$ cat config.mk
export PLATFORM = sky130hd
export DESIGN_NAME = paralelo_serial_tx
export DESIGN_NICKNAME = d
export VERILOG_FILES = /design/src/rtl/paralelo_serial_pkg.sv /design/src/rtl/paralelo_serial_fifo.sv /design/src/rtl/paralelo_serial_tx.sv
export SDC_FILE = /design/constraint.sdc
export NUM_CORES = 1
export LEC_CHECK = 0
export ABC_AREA = 1
export CAP_MARGIN = 40
export CORE_ASPECT_RATIO = 1.5
export CORE_MARGIN = 4
export CORE_UTILIZATION = 60
export CTS_BUF_LIST = sky130_fd_sc_hd__clkbuf_16
export CTS_CLUSTER_DIAMETER = 100
export DETAILED_ROUTE_END_ITERATION = 16
export PLACE_DENSITY = 0.88
export SKIP_CTS_REPAIR_TIMING = 1
export SYNTH_ARGS = -nofsm -noshare
export SYNTH_HDL_FRONTEND = slang
export SYNTH_SLANG_ARGS = --single-unit
$ cat constraint.sdc
create_clock -name clk_32f -period 5.2 [get_ports clk_32f]
set_input_delay 0.52 -clock clk_32f [delete_from_list [all_inputs] [get_ports clk_32f]]
set_output_delay 0.52 -clock clk_32f [all_outputs]
set_load 0.02 [all_outputs]
$ cat src/rtl/paralelo_serial_pkg.sv
`default_nettype none
// ============================================================================
// Module      : paralelo_serial_pkg
// Description : Shared constants and state encoding for the byte-to-serial
//               transmitter (comma character, byte width, FSM states).
// Revision    : 1.0 - initial release
// ============================================================================
package paralelo_serial_pkg;

    localparam int BYTE_W = 8;

    // Idle / training character; the receiver locks onto repeated commas.
    localparam logic [BYTE_W-1:0] COMMA = 8'hBC;

    typedef enum logic [1:0] {
        RST_HOLD = 2'd0,
        TRAIN    = 2'd1,
        ACTIVE   = 2'd2
    } state_t;

endpackage : paralelo_serial_pkg
`default_nettype wire

$ cat src/rtl/paralelo_serial_fifo.sv
`default_nettype none
// ============================================================================
// Module      : paralelo_serial_fifo
// Description : Small synchronous byte FIFO with exact occupancy count.
//               Reads are registered-state only, so a byte written at an
//               edge becomes visible on o_data after that edge (no bypass).
// Revision    : 1.0 - initial release
// ============================================================================
module paralelo_serial_fifo #(
    parameter int DEPTH = 4
) (
    input  logic                     clk_32f,
    input  logic                     reset,
    input  logic                     i_push,
    input  logic                     i_pop,
    input  logic [7:0]               i_data,
    output logic [7:0]               o_data,
    output logic                     o_full,
    output logic                     o_empty,
    output logic [$clog2(DEPTH):0]   o_level
);

    localparam int PTR_W = $clog2(DEPTH);

    logic [7:0]       r_mem [DEPTH];
    logic [PTR_W-1:0] r_wr_ptr;
    logic [PTR_W-1:0] r_rd_ptr;
    logic [PTR_W:0]   r_level;
    logic             w_do_push;
    logic             w_do_pop;

    assign o_full    = (r_level == (PTR_W+1)'(DEPTH));
    assign o_empty   = (r_level == '0);
    assign o_level   = r_level;
    assign o_data    = r_mem[r_rd_ptr];

    // A full FIFO never accepts, even if the head leaves at the same edge.
    assign w_do_push = i_push && !o_full;
    assign w_do_pop  = i_pop && !o_empty;

    // Storage array; contents are don't-care while empty, so no reset.
    always_ff @(posedge clk_32f) begin
        if (w_do_push) begin
            r_mem[r_wr_ptr] <= i_data;
        end
    end

    // Pointers wrap naturally (DEPTH is a power of two); level tracks occupancy.
    always_ff @(posedge clk_32f or posedge reset) begin
        if (reset) begin
            r_wr_ptr <= '0;
            r_rd_ptr <= '0;
            r_level  <= '0;
        end else begin
            if (w_do_push) begin
                r_wr_ptr <= r_wr_ptr + 1'b1;
            end
            if (w_do_pop) begin
                r_rd_ptr <= r_rd_ptr + 1'b1;
            end
            case ({w_do_push, w_do_pop})
                2'b10:   r_level <= r_level + 1'b1;
                2'b01:   r_level <= r_level - 1'b1;
                default: r_level <= r_level;
            endcase
        end
    end

endmodule : paralelo_serial_fifo
`default_nettype wire

$ cat src/rtl/paralelo_serial_tx.sv
`default_nettype none
// ============================================================================
// Module      : paralelo_serial_tx
// Description : Byte-to-serial transmitter. Buffers bytes in a FIFO, opens
//               the lane with a comma training burst, then serializes data
//               MSB-first, filling idle byte slots with the comma character.
// Revision    : 1.0 - initial release
// ============================================================================
module paralelo_serial_tx #(
    parameter int         DEPTH       = 4,
    parameter int         TRAIN_BYTES = 6,
    parameter logic [7:0] COMMA       = paralelo_serial_pkg::COMMA
) (
    input  logic                   clk_32f,
    input  logic                   reset,
    input  logic [7:0]             data_in,
    input  logic                   valid_in,
    output logic                   ready_out,
    output logic                   data_out,
    output logic                   tx_active,
    output logic                   comma_collision,
    output logic [$clog2(DEPTH):0] fifo_level
);

    import paralelo_serial_pkg::*;

    localparam int TRAIN_CNT_W = $clog2(TRAIN_BYTES + 1);

    state_t                 r_state;
    state_t                 w_state_next;
    logic [7:0]             r_shreg;
    logic [7:0]             w_shreg_next;
    logic [2:0]             r_bit_cnt;
    logic [2:0]             w_bit_cnt_next;
    logic [TRAIN_CNT_W-1:0] r_train_cnt;
    logic [TRAIN_CNT_W-1:0] w_train_cnt_next;
    logic                   r_tx_active;
    logic                   w_tx_active_next;
    logic                   r_comma_collision;

    logic                   w_push;
    logic                   w_pop;
    logic                   w_full;
    logic                   w_empty;
    logic [7:0]             w_fifo_data;
    logic                   w_boundary;
    logic                   w_train_done;

    assign ready_out       = !w_full && (r_state != RST_HOLD);
    assign w_push          = valid_in && ready_out;
    assign w_boundary      = (r_bit_cnt == 3'd7);
    assign w_train_done    = (r_train_cnt == TRAIN_CNT_W'(TRAIN_BYTES));

    assign data_out        = r_shreg[7];
    assign tx_active       = r_tx_active;
    assign comma_collision = r_comma_collision;

    paralelo_serial_fifo #(
        .DEPTH   (DEPTH)
    ) u_fifo (
        .clk_32f (clk_32f),
        .reset   (reset),
        .i_push  (w_push),
        .i_pop   (w_pop),
        .i_data  (data_in),
        .o_data  (w_fifo_data),
        .o_full  (w_full),
        .o_empty (w_empty),
        .o_level (fifo_level)
    );

    // State, shifter, counters and status flags; reset discards everything.
    always_ff @(posedge clk_32f or posedge reset) begin
        if (reset) begin
            r_state           <= RST_HOLD;
            r_shreg           <= '0;
            r_bit_cnt         <= '0;
            r_train_cnt       <= '0;
            r_tx_active       <= 1'b0;
            r_comma_collision <= 1'b0;
        end else begin
            r_state           <= w_state_next;
            r_shreg           <= w_shreg_next;
            r_bit_cnt         <= w_bit_cnt_next;
            r_train_cnt       <= w_train_cnt_next;
            r_tx_active       <= w_tx_active_next;
            r_comma_collision <= w_push && (data_in == COMMA);
        end
    end

    // Next-state: shift every cycle, reload the shifter at each byte boundary.
    always_comb begin
        w_state_next     = r_state;
        w_shreg_next     = {r_shreg[6:0], 1'b0};
        w_bit_cnt_next   = r_bit_cnt + 3'd1;
        w_train_cnt_next = r_train_cnt;
        w_tx_active_next = r_tx_active;
        w_pop            = 1'b0;

        case (r_state)
            RST_HOLD: begin
                w_shreg_next     = COMMA;
                w_bit_cnt_next   = 3'd0;
                w_train_cnt_next = TRAIN_CNT_W'(1);
                w_state_next     = TRAIN;
            end
            TRAIN: begin
                if (w_boundary) begin
                    if (w_train_done) begin
                        // Last training comma done: first slot follows ACTIVE rules.
                        w_state_next     = ACTIVE;
                        w_tx_active_next = 1'b1;
                        if (!w_empty) begin
                            w_pop        = 1'b1;
                            w_shreg_next = w_fifo_data;
                        end else begin
                            w_shreg_next = COMMA;
                        end
                    end else begin
                        w_shreg_next     = COMMA;
                        w_train_cnt_next = r_train_cnt + 1'b1;
                    end
                end
            end
            ACTIVE: begin
                if (w_boundary) begin
                    if (!w_empty) begin
                        w_pop        = 1'b1;
                        w_shreg_next = w_fifo_data;
                    end else begin
                        w_shreg_next = COMMA;
                    end
                end
            end
            default: begin
                w_state_next = RST_HOLD;
            end
        endcase
    end

endmodule : paralelo_serial_tx
`default_nettype wire
==> out/qor.txt, run 1 <==
Status - completed
Clock Pin Slew Worst Setup and Hold Paths - 0.05 ns
Register bit total from synthesis - 57
I/O pin count - 18
Fin crit share - 46.9%
Mapped Cells - 251
Hold crit path type - primary input to asynchronous set/reset pin
R2R Setup Slk - 2.91 ns
Post-Syn Nets - 276
Initial antenna violation count - 0
Die W - 61.7 microns
Clock tree buffer depth - 2
Starting density of the core - 61.7%
Fmax - 410 MHz
Most frequent cells after synthesis - nand2_1 (65), edfxtp_1 (32), nor2_1 (31)
Clock share of power - 51.8%
Vias per cell - 5.26
Top post-synthesis cells by area - edfxtp_1 (37%), dfrtp_1 (24%), nand2_1 (9.4%)
Row count - 29
Slew Viols, Final - 0
Number of synthesized flops with an enable pin - 32
Leakage - 1.36 nW
Worst-path maximum fanout - 6
Final Hold Fails - 0
Final setup viols - 0
Synth Cell Area - 2590 sq um
Layout fillers - 294
Internal power - 851 uW
Most common cell in the synthesized netlist - nand2_1
Skew-Pair Late Insertion Delay - 0.32 ns
Max_slew headroom - 48.8%
Switch Pwr - 193 uW
Core Area - 4210 sq um
HPWL after detailed placement - 3.29 mm
Max-Cap Viols - 0
Async set or reset register ratio after synthesis - 43.9%
Flop pwr share - 46.0%
Critical path class - flop to output port
Clk_skew - 0.00694 ns
Startpoint types - flop
Drt total wl - 4.69 mm
Average wire per standard cell - 14.3 microns
Switching Share - 18.5%
Sequential fraction of the synthesis area - 61.1%
Worst EP required - 4.68 ns
Layout area overhead - 19.1%
Peak supply drop - 0.344 mV
Area of placed instances - 2810 sq um
TritonCTS clock tree - yes
RSZ-0062 raised after global routing - no
DRC Markers - 0
Top cell type by total area after synthesis - edfxtp_1
Synth Warn # - 0
Cell Pwr Density - 338 nW/um^2
GP Congestion - 0.820
Vias in the first global route - 1729
H-tree depth - 3
Mapped Avg Cell Area - 10.3 sq um
Die ar. - 5460 sq um
Grt ovf - 0
IO Port Bufs - 17
Layout cells sized above 1 - 8.19%
Pin count of the biggest net entering global routing - 23
Slew @ Worst Pin - 0.766 ns
Drt pass-1 iters - 4
Distinct cell type count after synthesis - 26
GRT Total Usage - 20.9%
Setup_tns - 0 ns
First-pass GRT wire length - 7.82 mm
Clock root cell - clkbuf_16
Antenna Nets Post-Route - 0
Routed via count - 1719
Nets@finish - 301
Combinational cell fraction of total power - 2.2%
First DRT Iteration DRCs - 59
Critical Path End Type - output port
TritonCTS Buffers - 9
Worst Path Arrival - 1.92 ns
Top_reg_cell synth - edfxtp_1
Ant. Diodes - 0
Minimum clock period - 2.44 ns
Sink Count - 57
Design area - 3090 sq um
Die H - 88.5 microns
Post-synth top area share - 37.0%
==> cell usage in the layout (no fill, tap or decap) <==
master           synthesis  routed
nand2_2                  1       1
a21oi_1                 12      12
inv_1                   22      24
ha_1                    13      13
inv_6                    1       1
nor3_1                   1       1
o21ai_0                  7       7
clkinv_1                 0       3
edfxtp_1                32      32
o31ai_1                  1       1
dfrtp_1                 25      25
nand2_1                 65      65
o21bai_1                 1       1
nor2_2                   2       2
clkinv_2                 0       1
fa_1                     1       1
nor2_4                   1       1
xor2_1                   4       4
nand3_1                 18      18
clkdlybuf4s50_1          0      17
nor4_2                   1       1
xnor2_1                  2       2
clkbuf_16                0       9
bufinv_16                0       1
nor2_1                  31      31
buf_16                   0       1
a21oi_2                  1       1
o21ai_1                  1       1
nand3_2                  1       1
inv_2                    3       3
==> layer usage <==
layer / vias up / GRT usage (%) / share of wire [%]
met2: 39 / 36.8 / 55
met3: 14 / 5.26 / 3.7
li1: 868 / - / -
met5: - / 0 / 0
met1: 798 / 20.5 / 37
met4: 0 / 14.1 / 3.5
==> cell families (layout without fill, tap and decap cells) <==
family / after synthesis / count (layout) / share of synthesized area (%)
AO/OA/AOI/OAI: 23 / 23 / 4.77
buffers and inverters: 30 / 60 / 5.45
XOR/XNOR: 6 / 6 / 2.03
AND/OR/NAND/NOR: 121 / 121 / 19.6
adder cells (fa/ha/maj): 14 / 14 / 7.04
flip-flops: 57 / 57 / 61.1
==> registers in the layout, indices dropped and copies added, names as in the netlist <==
name,count
u_fifo.o_level,3
r_state,2
comma_collision,1
r_shreg,8
tx_active,1
u_fifo.r_wr_ptr,2
r_train_cnt,3
u_fifo.r_mem,32
u_fifo.r_rd_ptr,2
r_bit_cnt,3
==> area by class of cell <==
type	instances	area, sq um	share of cell area, %
Clock buffer	9	225	7.29
Clock inverter	7	53.8	1.74
Inverter	26	103	3.32
Multi-Input combinational cell	164	867	28.1
Sequential cell	57	1590	51.3
Tap cell	46	57.6	1.86
Timing Repair Buffer	18	198	6.40
==> critical path: stages (launching register included) <==
cell,delay [ns]
dfrtp_1,0.41
inv_1,0.08
ha_1,0.29
a21oi_2,0.17
clkdlybuf4s50_1,0.64
==> stage by stage <==
stage | power, mW | utilization, % | instances | worst slack [ns] | hold slack (ns)
finish | 1.04 | 73.4 | 327 | 2.76 | 0.422
floorplan | 0.496 | - | 251 | 3.16 | 0.403
detailed placement | 0.512 | 66.8 | 311 | 2.91 | 0.425
global route | 1.08 | 73.4 | 327 | 2.69 | 0.431
global placement | 0.508 | 66.1 | 310 | 2.99 | 0.412
CTS | 1.05 | 73.4 | 327 | 2.74 | 0.417
==> path summary, 6_finish.rpt <==
kind                              start                 end  depth (start not counted)
setup / recovery             r_state[0]           ready_out                          4
hold / removal                    reset  u_fifo.r_wr_ptr[0]                          2
setup reg to reg             r_state[0]   u_fifo.o_level[2]                         12
hold reg to reg            r_bit_cnt[0]        r_bit_cnt[0]                          1
max in group asynchronous         reset          r_shreg[6]                          3
min in group clk_32f       r_bit_cnt[0]        r_bit_cnt[0]                          1
==> power by group through the flow <==
| stage | clock network (mW) | logic, mW | registers, mW |
|---|---|---|---|
| floorplan | 0 | 0.00768 | 0.488 |
| global placement | 0 | 0.0201 | 0.488 |
| detailed placement | 0 | 0.0233 | 0.488 |
| CTS | 0.547 | 0.0235 | 0.481 |
| global route | 0.573 | 0.0258 | 0.480 |
| finish | 0.540 | 0.0230 | 0.481 |
No activity file was read; power rests on OpenSTA's default activity.
==> run 2: changes to the inputs <==
--- a/config.mk
+++ b/config.mk
@@ -9,11 +9,11 @@
 export CAP_MARGIN = 40
 export CORE_ASPECT_RATIO = 1.5
 export CORE_MARGIN = 4
-export CORE_UTILIZATION = 60
+export CORE_UTILIZATION = 52
 export CTS_BUF_LIST = sky130_fd_sc_hd__clkbuf_16
 export CTS_CLUSTER_DIAMETER = 100
 export DETAILED_ROUTE_END_ITERATION = 16
-export PLACE_DENSITY = 0.88
+export PLACE_DENSITY = 0.82
 export SKIP_CTS_REPAIR_TIMING = 1
 export SYNTH_ARGS = -nofsm -noshare
 export SYNTH_HDL_FRONTEND = slang
==> constraint.sdc (replaced) <==
create_clock -name clk_32f -period 2 [get_ports clk_32f]
set_input_delay 0.2 -clock clk_32f [delete_from_list [all_inputs] [get_ports clk_32f]]
set_output_delay 0.2 -clock clk_32f [all_outputs]
set_load 0.02 [all_outputs]
==> run 2 against run 1 <==
  * The run now ends with negative setup slack left
  * Hold slack worse by 0.19 ns
  * Worst setup slack got worse by 2.8 ns
  * Total power rose to 2.9 times the previous value
  * Critical endpoint is now u_fifo.o_level[2]
  * Largest power group unchanged
==> out/qor.txt, run 2 (synthesis gave the netlist of run 1 again) <==
Status - finished, violations left
Violated checks - negative setup slack
RSZ-0062 raised after global routing - yes
Regs by FF count - u_fifo.r_mem x32, r_shreg x8
Sink Count - 57 (unchanged)
Initial antenna violation count - 0 (unchanged)
PnR worst setup slack - -0.0143 ns (-2.77 ns)
TritonCTS Buffers - 9 (unchanged)
Hold crit path type - primary input to asynchronous set/reset pin
IO Port Bufs - 17 (unchanged)
Max-Cap Viols - 0 (unchanged)
Worst reg2reg path endpoint - u_fifo.o_level[2]
Most common cell after layout, fill and taps aside - nand2_1
GP Congestion - 0.799 (-2.6%)
Crit Reg-Reg Startpoint - r_train_cnt[0]
Reg2reg path depth - 12 (unchanged)
Area of placed instances - 2930 sq um (+4.1%)
Final setup viols - 1 (+1)
Minimum clock period - 2.01 ns
Clock root cell - clkbuf_16
Max FFs per register - 32 (unchanged)
Ant. Diodes - 0 (unchanged)
Peak supply drop - 0.929 mV (+170%)
Layout area overhead - 30.3%
Slew @ Worst Pin - 0.624 ns (-0.142 ns)
Drt pass-1 iters - 4 (unchanged)
HPWL after detailed placement - 3.49 mm (+6.1%)
R2R Setup Slk - -0.01 ns (-2.92 ns)
Worst Path Arrival - 2.22 ns (+0.30 ns)
Worst-path maximum fanout - 3 (-3)
Critical path class - flop to flop
First-pass GRT wire length - 8.25 mm (+5.4%)
Final Hold Fails - 0 (unchanged)
Pin count of the biggest net entering global routing - 26 (+13%)
First DRT Iteration DRCs - 122 (+110%)
Die W - 65.7 microns (+6.5%)
Grt ovf - 0 (unchanged)
Max_slew headroom - 58.4% (+9.6 points)
Clk_skew - 0.00401 ns (-0.00293 ns)
Crit path to - u_fifo.o_level[2]
Average wire per standard cell - 14.2 microns (-0.64%)
Place WS - -0.0501 ns (-2.96 ns)
Die H - 94.5 microns (+6.7%)
Clock tree buffer depth - 2 (unchanged)
Startpoint types - flop
DRC Markers - 0 (unchanged)
Layout cells sized above 1 - 20.1% (+12 points)
Worst EP required - 2.20 ns (-2.48 ns)
CP startpoint - r_train_cnt[0]
Vias per cell - 4.99 (-5.0%)
Routed via count - 1818 (+5.8%)
Skew-Pair Late Insertion Delay - 0.32 ns (about the same)
Starting density of the core - 53.5% (-8.1 points)
Commonest non-fill, non-tap cells in the layout - nand2_1 (62), edfxtp_1 (32), nor2_1 (30)
Nets@finish - 318 (+5.6%)
Die ar. - 6210 sq um (+14%)
Cell Pwr Density - 888 nW/um^2 (+160%)
Fin crit share - 101%
Vias in the first global route - 1826 (+5.6%)
Critical Path End Type - flop
Row count - 31 (+6.9%)
Fmax - 496 MHz
GRT Total Usage - 18.6% (-2.3 points)
H-tree depth - 3 (unchanged)
Drt total wl - 5.19 mm (+11%)
Layout fillers - 346 (+18%)
Clock Pin Slew Worst Setup and Hold Paths - 0.05 ns (about the same)
Slew Viols, Final - 0 (unchanged)
Design area - 3380 sq um (+9.4%)
I/O pin count - 18 (unchanged)
TritonCTS clock tree - yes
Final Power - 3.00 mW (+190%)
Leakage - 1.47 nW (+8.2%)
Most flop-heavy register - u_fifo.r_mem
Antenna Nets Post-Route - 0 (unchanged)
Core Area - 4850 sq um (+15%)
-- run 2: cell count changes in the layout (fill, tap and decap cells not counted), moves of 2 or more --
cell and change:
ha_4 +5, nand2_1 -3, buf_4 +18, clkinv_1 -2
ha_1 -5, nand2_4 +3, inv_2 +4, bufinv_16 +2
inv_1 -6
-- run 2: worst min path at each step --
stage,start,to,slack (ns)
floorplan,reset,comma_collision,0.23
CTS,reset,u_fifo.r_rd_ptr[0],0.23
detailed placement,r_bit_cnt[0],r_bit_cnt[0],0.43
global placement,r_bit_cnt[0],r_bit_cnt[0],0.41
finish,reset,u_fifo.o_level[2],0.23
global route,reset,u_fifo.r_wr_ptr[1],0.26
-- run 2: final cells by class --
| cell class | count | area [sq um] | share of cell area [%] |
|---|---|---|---|
| sequential | 57 | 1590 | 46.9 |
| timing repair buffer | 35 | 305 | 9.03 |
| clock inverter | 7 | 110 | 3.26 |
| inverter | 26 | 105 | 3.11 |
| clock buffer | 9 | 225 | 6.66 |
| multi-input combinational | 164 | 966 | 28.6 |
| tap | 66 | 82.6 | 2.44 |
-- run 2: per-layer routing --
layer	part of all wire [%]	up-vias	track usage, %
met5	0	-	0
met4	3.3	0	13.7
met3	2.4	12	3.45
met2	56	27	33.4
met1	39	874	18.6
li1	-	905	-
-- run 2: worst max-delay path, stage by stage, from the launching register on --
cell and delay [ns]:
dfrtp_1 0.39, inv_2 0.10, ha_4 0.15, nand2_4 0.06
nand2_4 0.09, nand2_4 0.06, nor2_4 0.14, ha_4 0.15
inv_4 0.04, fa_2 0.36, a21oi_2 0.12, o21ai_1 0.08
xor2_1 0.16
-- run 2: report_power, final --
part	switching, mW	leakage, nW	internal, mW	total [mW]
Sequential	0	0.579	1.25	1.25
Combinational	0.0339	0.728	0.0276	0.0615
Clock	0.491	0.164	1.20	1.69
-- run 2: stage by stage --
stage | setup TNS, ns | std cells | utilization [%] | hold WS, ns
floorplan | 0 | 251 | - | 0.227
global placement | 0 | 343 | 60.4 | 0.412
detailed placement | -0.0501 | 343 | 60.4 | 0.429
CTS | -0.0937 | 359 | 67.3 | 0.229
global route | -0.0668 | 364 | 69.8 | 0.258
finish | -0.0143 | 364 | 69.8 | 0.227
==> RTL edit 1 (config.mk and constraints of run 2) <==
The parameter `TRAIN_BYTES` goes from 6 to 3.
--- a/src/rtl/paralelo_serial_tx.sv
+++ b/src/rtl/paralelo_serial_tx.sv
@@ -8,7 +8,7 @@
 // ============================================================================
 module paralelo_serial_tx #(
     parameter int         DEPTH       = 4,
-    parameter int         TRAIN_BYTES = 6,
+    parameter int         TRAIN_BYTES = 3,
     parameter logic [7:0] COMMA       = paralelo_serial_pkg::COMMA
 ) (
     input  logic                   clk_32f,
Function: no difference found for any inputs over 10 cycles, from zero or initial values and one cycle with reset high; that may be too few to reach the edited logic, so the function may still have changed.
==> RTL edit 1 against run 2 <==
- the flow still finishes with violations (setup timing)
- wire length down 5.7%
- die area down 0.26%
- setup slack worse by 0.044 ns
- sequential cell count down 1
- first-iteration DRC count down 34%
- design area down 6.4%
- synthesized area down 0.29%
- critical path type unchanged
- highest routed layer unchanged
Power is not compared: it rests on default switching activity, and its combinational part moved more than twofold at a synthesized area within 25%.
==> RTL edit 1: results (changes against run 2) <==
metric;value;unit;change
DR WL/cell;14.05;µm;-1.4%
Detailed Place HPWL;3312;µm;-5.1%
DP Worst Slack;-0.01670;ns;+0.03341 ns
sequential share of the synthesized area;60.35;%;-0.79 points
post-synth cell types;29;;+12%
maximum vdd drop;0.7628;mV;
largest net degree at the start of global routing;25;;-3.8%
Sum Neg Setup Slack;-0.05830;ns;-0.04403 ns
nets@finish;305;;-4.1%
clock slew at reported path FFs;0.07;ns;+0.02 ns
share of layout cells above drive strength 1;18.44;%;-1.7 points
first-pass GRT wire length;7707;µm;-6.5%
top cells by count, synth;nand2_1 (60), edfxtp_1 (32), nor2_1 (30);;
crit path max-delay cell type;dfrtp_1;;
DR pass1 iterations;4;;unchanged
synth top area cells;edfxtp_1 (37%), dfrtp_1 (23%), nand2_1 (8.7%);;
Initial DRC Count;81;;-34%
wire length on met3;98;µm;-20%
Top Registers;u_fifo.r_mem (32), r_shreg (8);;
Placer Congestion;0.8043;;+0.65%
post-synthesis async set-or-reset flop share;42.86;%;-1.0 points
Largest delay share family, worst path;adder cells;;
EDFF count, synth;32;;unchanged
# setup viols final;1;;unchanged
Antenna Cells;0;;unchanged
post-synthesis net count;267;;-3.3%
routed wl met2;2699;µm;-6.6%
slew margin rel.;71.05;%;+13 points
total number of vias;1722;;-5.3%
Routed met1 length;2009;µm;+0.30%
final worst slack;-0.05830;ns;-0.04403 ns
CTS H-tree lvls;2;;-1
GR Util All Layers;16.58;%;-2.0 points
status;complete, but fails checks;;
clk_skew;0.004280;ns;+0.0002702 ns
clock buffer count from CTS;5;;-4
Clk Latency, worst-skew pair;0.29;ns;-0.03 ns
failing checks;setup timing;;
RTL edit 1: cell count changes in the layout (fill, tap and decap cells not counted), sizes merged, moves of 2 or more:
cell and change:
a21oi -2, clkbuf -4, clkinv -2, inv -4, nand2 -3, nand3b +2, nor3 +2, xor2 -2
RTL edit 1: layout make-up:
class                           count  area [µm²]
Multi-Input combinational cell    160       935.9
Timing Repair Buffer               36       312.8
Sequential cell                    56        1562
Inverter                           22       82.58
Clock inverter                      3       63.81
Tap cell                           66       82.58
Clock buffer                        5       125.1
Fill cell                         372        1645
RTL edit 1: cells by family (layout without fill, tap and decap cells):
kind of cell	Yosys count	in the layout	share of synthesized area, %
simple gates	121	121	20.74
xor+xnor	4	4	1.354
buf+inv	27	66	5.754
fa+ha+maj	13	13	6.576
flops	56	56	60.35
compound gates	22	22	5.223
RTL edit 1: path summary, 6_finish.rpt:
| check | to | slack, ns | from | cells past startpoint |
|---|---|---|---|---|
| min | u_fifo.r_rd_ptr[1] | 0.26 | reset | 3 |
| max in group asynchronous | r_shreg[6] | 1.48 | reset | 3 |
| min reg2reg | tx_active | 0.47 | tx_active | 1 |
| min in group clk_32f | tx_active | 0.47 | tx_active | 1 |
| max reg2reg | u_fifo.o_level[2] | -0.06 | r_state[1] | 10 |
| max | u_fifo.o_level[2] | -0.06 | r_state[1] | 10 |
RTL edit 1: power by group through the flow:
| stage | clock (mW) | sequential, mW | combinational [mW] |
|---|---|---|---|
| 2_1_floorplan | 0 | 1.70 | 0.878 |
| 3_3_place_gp | 0 | 1.72 | 1.10 |
| 3_5_place_dp | 0 | 1.73 | 1.14 |
| 4_1_cts | 1.11 | 1.72 | 1.15 |
| 5_1_grt | 1.15 | 1.74 | 1.29 |
| 6_report | 1.10 | 1.72 | 1.14 |
RTL edit 1: layer usage:
| metal | global-route usage, % | vias up |
|---|---|---|
| li1 | - | 876 |
| met1 | 18.39 | 814 |
| met2 | 31.53 | 24 |
| met3 | 2.857 | 8 |
| met4 | 5.190 | 0 |
| met5 | 0 | - |
RTL edit 1: through the flow:
stage	util, %	std cells	area [µm²]	hold WS [ns]
2_1_floorplan	-	243	2601	0.2146
3_3_place_gp	59.91	334	2882	0.4140
3_5_place_dp	59.91	334	2882	0.4320
4_1_cts	63.84	342	3070	0.2767
5_1_grt	65.79	348	3164	0.3057
6_report	65.79	348	3164	0.2646
RTL edit 1: tightest hold or removal path, delay by kind of cell:
| family | cells | cell delay, ns |
|---|---|---|
| buffers and inverters | 3 | 0.75 |
==> RTL edit 2 (config.mk and constraints of run 2) <==
Made on the original files. Register the output `fifo_level`, with the module's reset; this adds one clock of latency there. The other outputs are not delayed to match.
--- a/src/rtl/paralelo_serial_tx.sv
+++ b/src/rtl/paralelo_serial_tx.sv
@@ -25,6 +25,8 @@
     import paralelo_serial_pkg::*;
 
     localparam int TRAIN_CNT_W = $clog2(TRAIN_BYTES + 1);
+
+    logic [$clog2(DEPTH):0] fifo_level_d;
 
     state_t                 r_state;
     state_t                 w_state_next;
@@ -66,7 +68,7 @@
         .o_data  (w_fifo_data),
         .o_full  (w_full),
         .o_empty (w_empty),
-        .o_level (fifo_level)
+        .o_level (fifo_level_d)
     );
 
     // State, shifter, counters and status flags; reset discards everything.
@@ -138,5 +140,13 @@
         endcase
     end
 
+    always_ff @(posedge clk_32f or posedge reset) begin
+        if (reset) begin
+            fifo_level <= '0;
+        end else begin
+            fifo_level <= fifo_level_d;
+        end
+    end
+
 endmodule : paralelo_serial_tx
 `default_nettype wire
Check against the original RTL: not equivalent (Yosys sat finds a counterexample within 4 cycles, from zero or initial values and one cycle with reset high).
==> RTL edit 2 against run 2 <==
- the flow still finishes with violations (setup timing)
- die area up 2.7%
- global-route usage is 0.72 points lower
- wire length fell by 0.93%
- sequential cell count rose by 3
- non-clock buffer count fell by 1
- synthesized area rose by 3.0%
- design area is 0.92% higher
- setup slack got worse by 0.043 ns
- hold slack improved by 0.027 ns
- total power rose by 2.4%
- clock skew up 0.0029 ns
- cell count up 0.55%
- largest cell class unchanged
==> RTL edit 2: results (changes against run 2) <==
metric;value;unit;change
status;complete, but fails checks;;
failing checks;setup timing;;
Hold WS;0.2544;ns;+0.02692 ns
Clk Latency, worst-skew pair;0.32;ns;about the same
largest net degree at the start of global routing;29;;+12%
final worst slack;-0.05751;ns;-0.04324 ns
Switching Fraction;17.52;%;+0.037 points
clock buffer count from CTS;9;;unchanged
Hold Path Class;in2async;;
leakage;1.490;nW;+1.3%
vias per inst;4.970;;-0.49%
maximum vdd drop;0.8512;mV;-8.4%
nets@finish;320;;+0.63%
Detailed Place HPWL;3404;µm;-2.4%
FILL cells;356;;+2.9%
Routed met1 length;2064;µm;+3.0%
clk_skew;0.006898;ns;+0.002888 ns
CP Capture Point;u_fifo.o_level[2];;
post-synthesis net count;279;;+1.1%
sequential share of the synthesized area;62.17;%;+1.0 points
CP max FO;4;;+1
CTS Buffer Depth;2;;unchanged
GR Util All Layers;17.88;%;-0.72 points
post-synthesis adder-cell area fraction;6.835;%;-0.20 points
CP max stage delay;0.42;ns;+0.03 ns
Worst EP arrival;2.25;ns;+0.03 ns
antenna violations before repair;0;;unchanged
synth top area cells;edfxtp_1 (36%), dfrtp_1 (26%), nand2_1 (9.1%);;
Initial DRC Count;105;;-14%
vias in the first global route;1835;;+0.49%
Critical path origin;r_state[1];;
met1 GRT Util;18.61;%;+0.031 points
routed wl met2;2720;µm;-5.8%
Placer Congestion;0.8092;;+1.3%
clock slew at reported path FFs;0.05;ns;about the same
Synth Area in XOR/XNOR;1.966;%;-0.059 points
slew margin rel.;56.60;%;-1.8 points
post-synthesis async set-or-reset flop share;46.67;%;+2.8 points
Worst R2R Path Depth;10;;-2
Clk network pwr share;55.4;%;-1.0 points
DP Worst Slack;-0.05635;ns;-0.006239 ns
first-pass GRT wire length;8169;µm;-0.92%
complex-gate fraction of the synthesized area;4.635;%;-0.14 points
wire length on met3;152;µm;+25%
crit path max-delay cell type;dfrtp_1;;
# setup viols final;1;;unchanged
top cells by count, synth;nand2_1 (65), edfxtp_1 (32), nor2_1 (30);;
drt total wl;5138;µm;-0.93%
share of layout cells above drive strength 1;19.00;%;-1.1 points
GR Util met2;32.06;%;-1.3 points
GRT met3 Usage;3.621;%;+0.17 points
## RTL edit 2: changes by cell type after synthesis, sizes merged
cell,delta
dfrtp,+3
## RTL edit 2: layout make-up
class / instances / area (µm²) / share of cell area [%]
inverters: 26 / 105.1 / 3.079
flip-flops and latches: 60 / 1662 / 48.68
clock buffers: 9 / 225.2 / 6.598
repair buffers: 34 / 300.3 / 8.798
multi-input cells: 164 / 930.9 / 27.27
well taps: 66 / 82.58 / 2.419
clock inverters: 7 / 107.6 / 3.152
## RTL edit 2: metrics by stage
stage,instance area (µm²),std cells,TNS (ns),total power [mW]
after floorplan,2690,254,0,1.353
after detailed placement,3002,346,-0.05635,1.393
after global placement,3002,346,0,1.391
after global routing,3413,366,-0.1484,3.154
after CTS,3334,362,-0.09650,3.090
final,3413,366,-0.05751,3.076
## RTL edit 2: kinds of logic after synthesis
| logic type | after synthesis |
|---|---|
| simple gates | 121 |
| flops | 60 |
| buf+inv | 30 |
| compound gates | 23 |
| fa+ha+maj | 14 |
| xor+xnor | 6 |
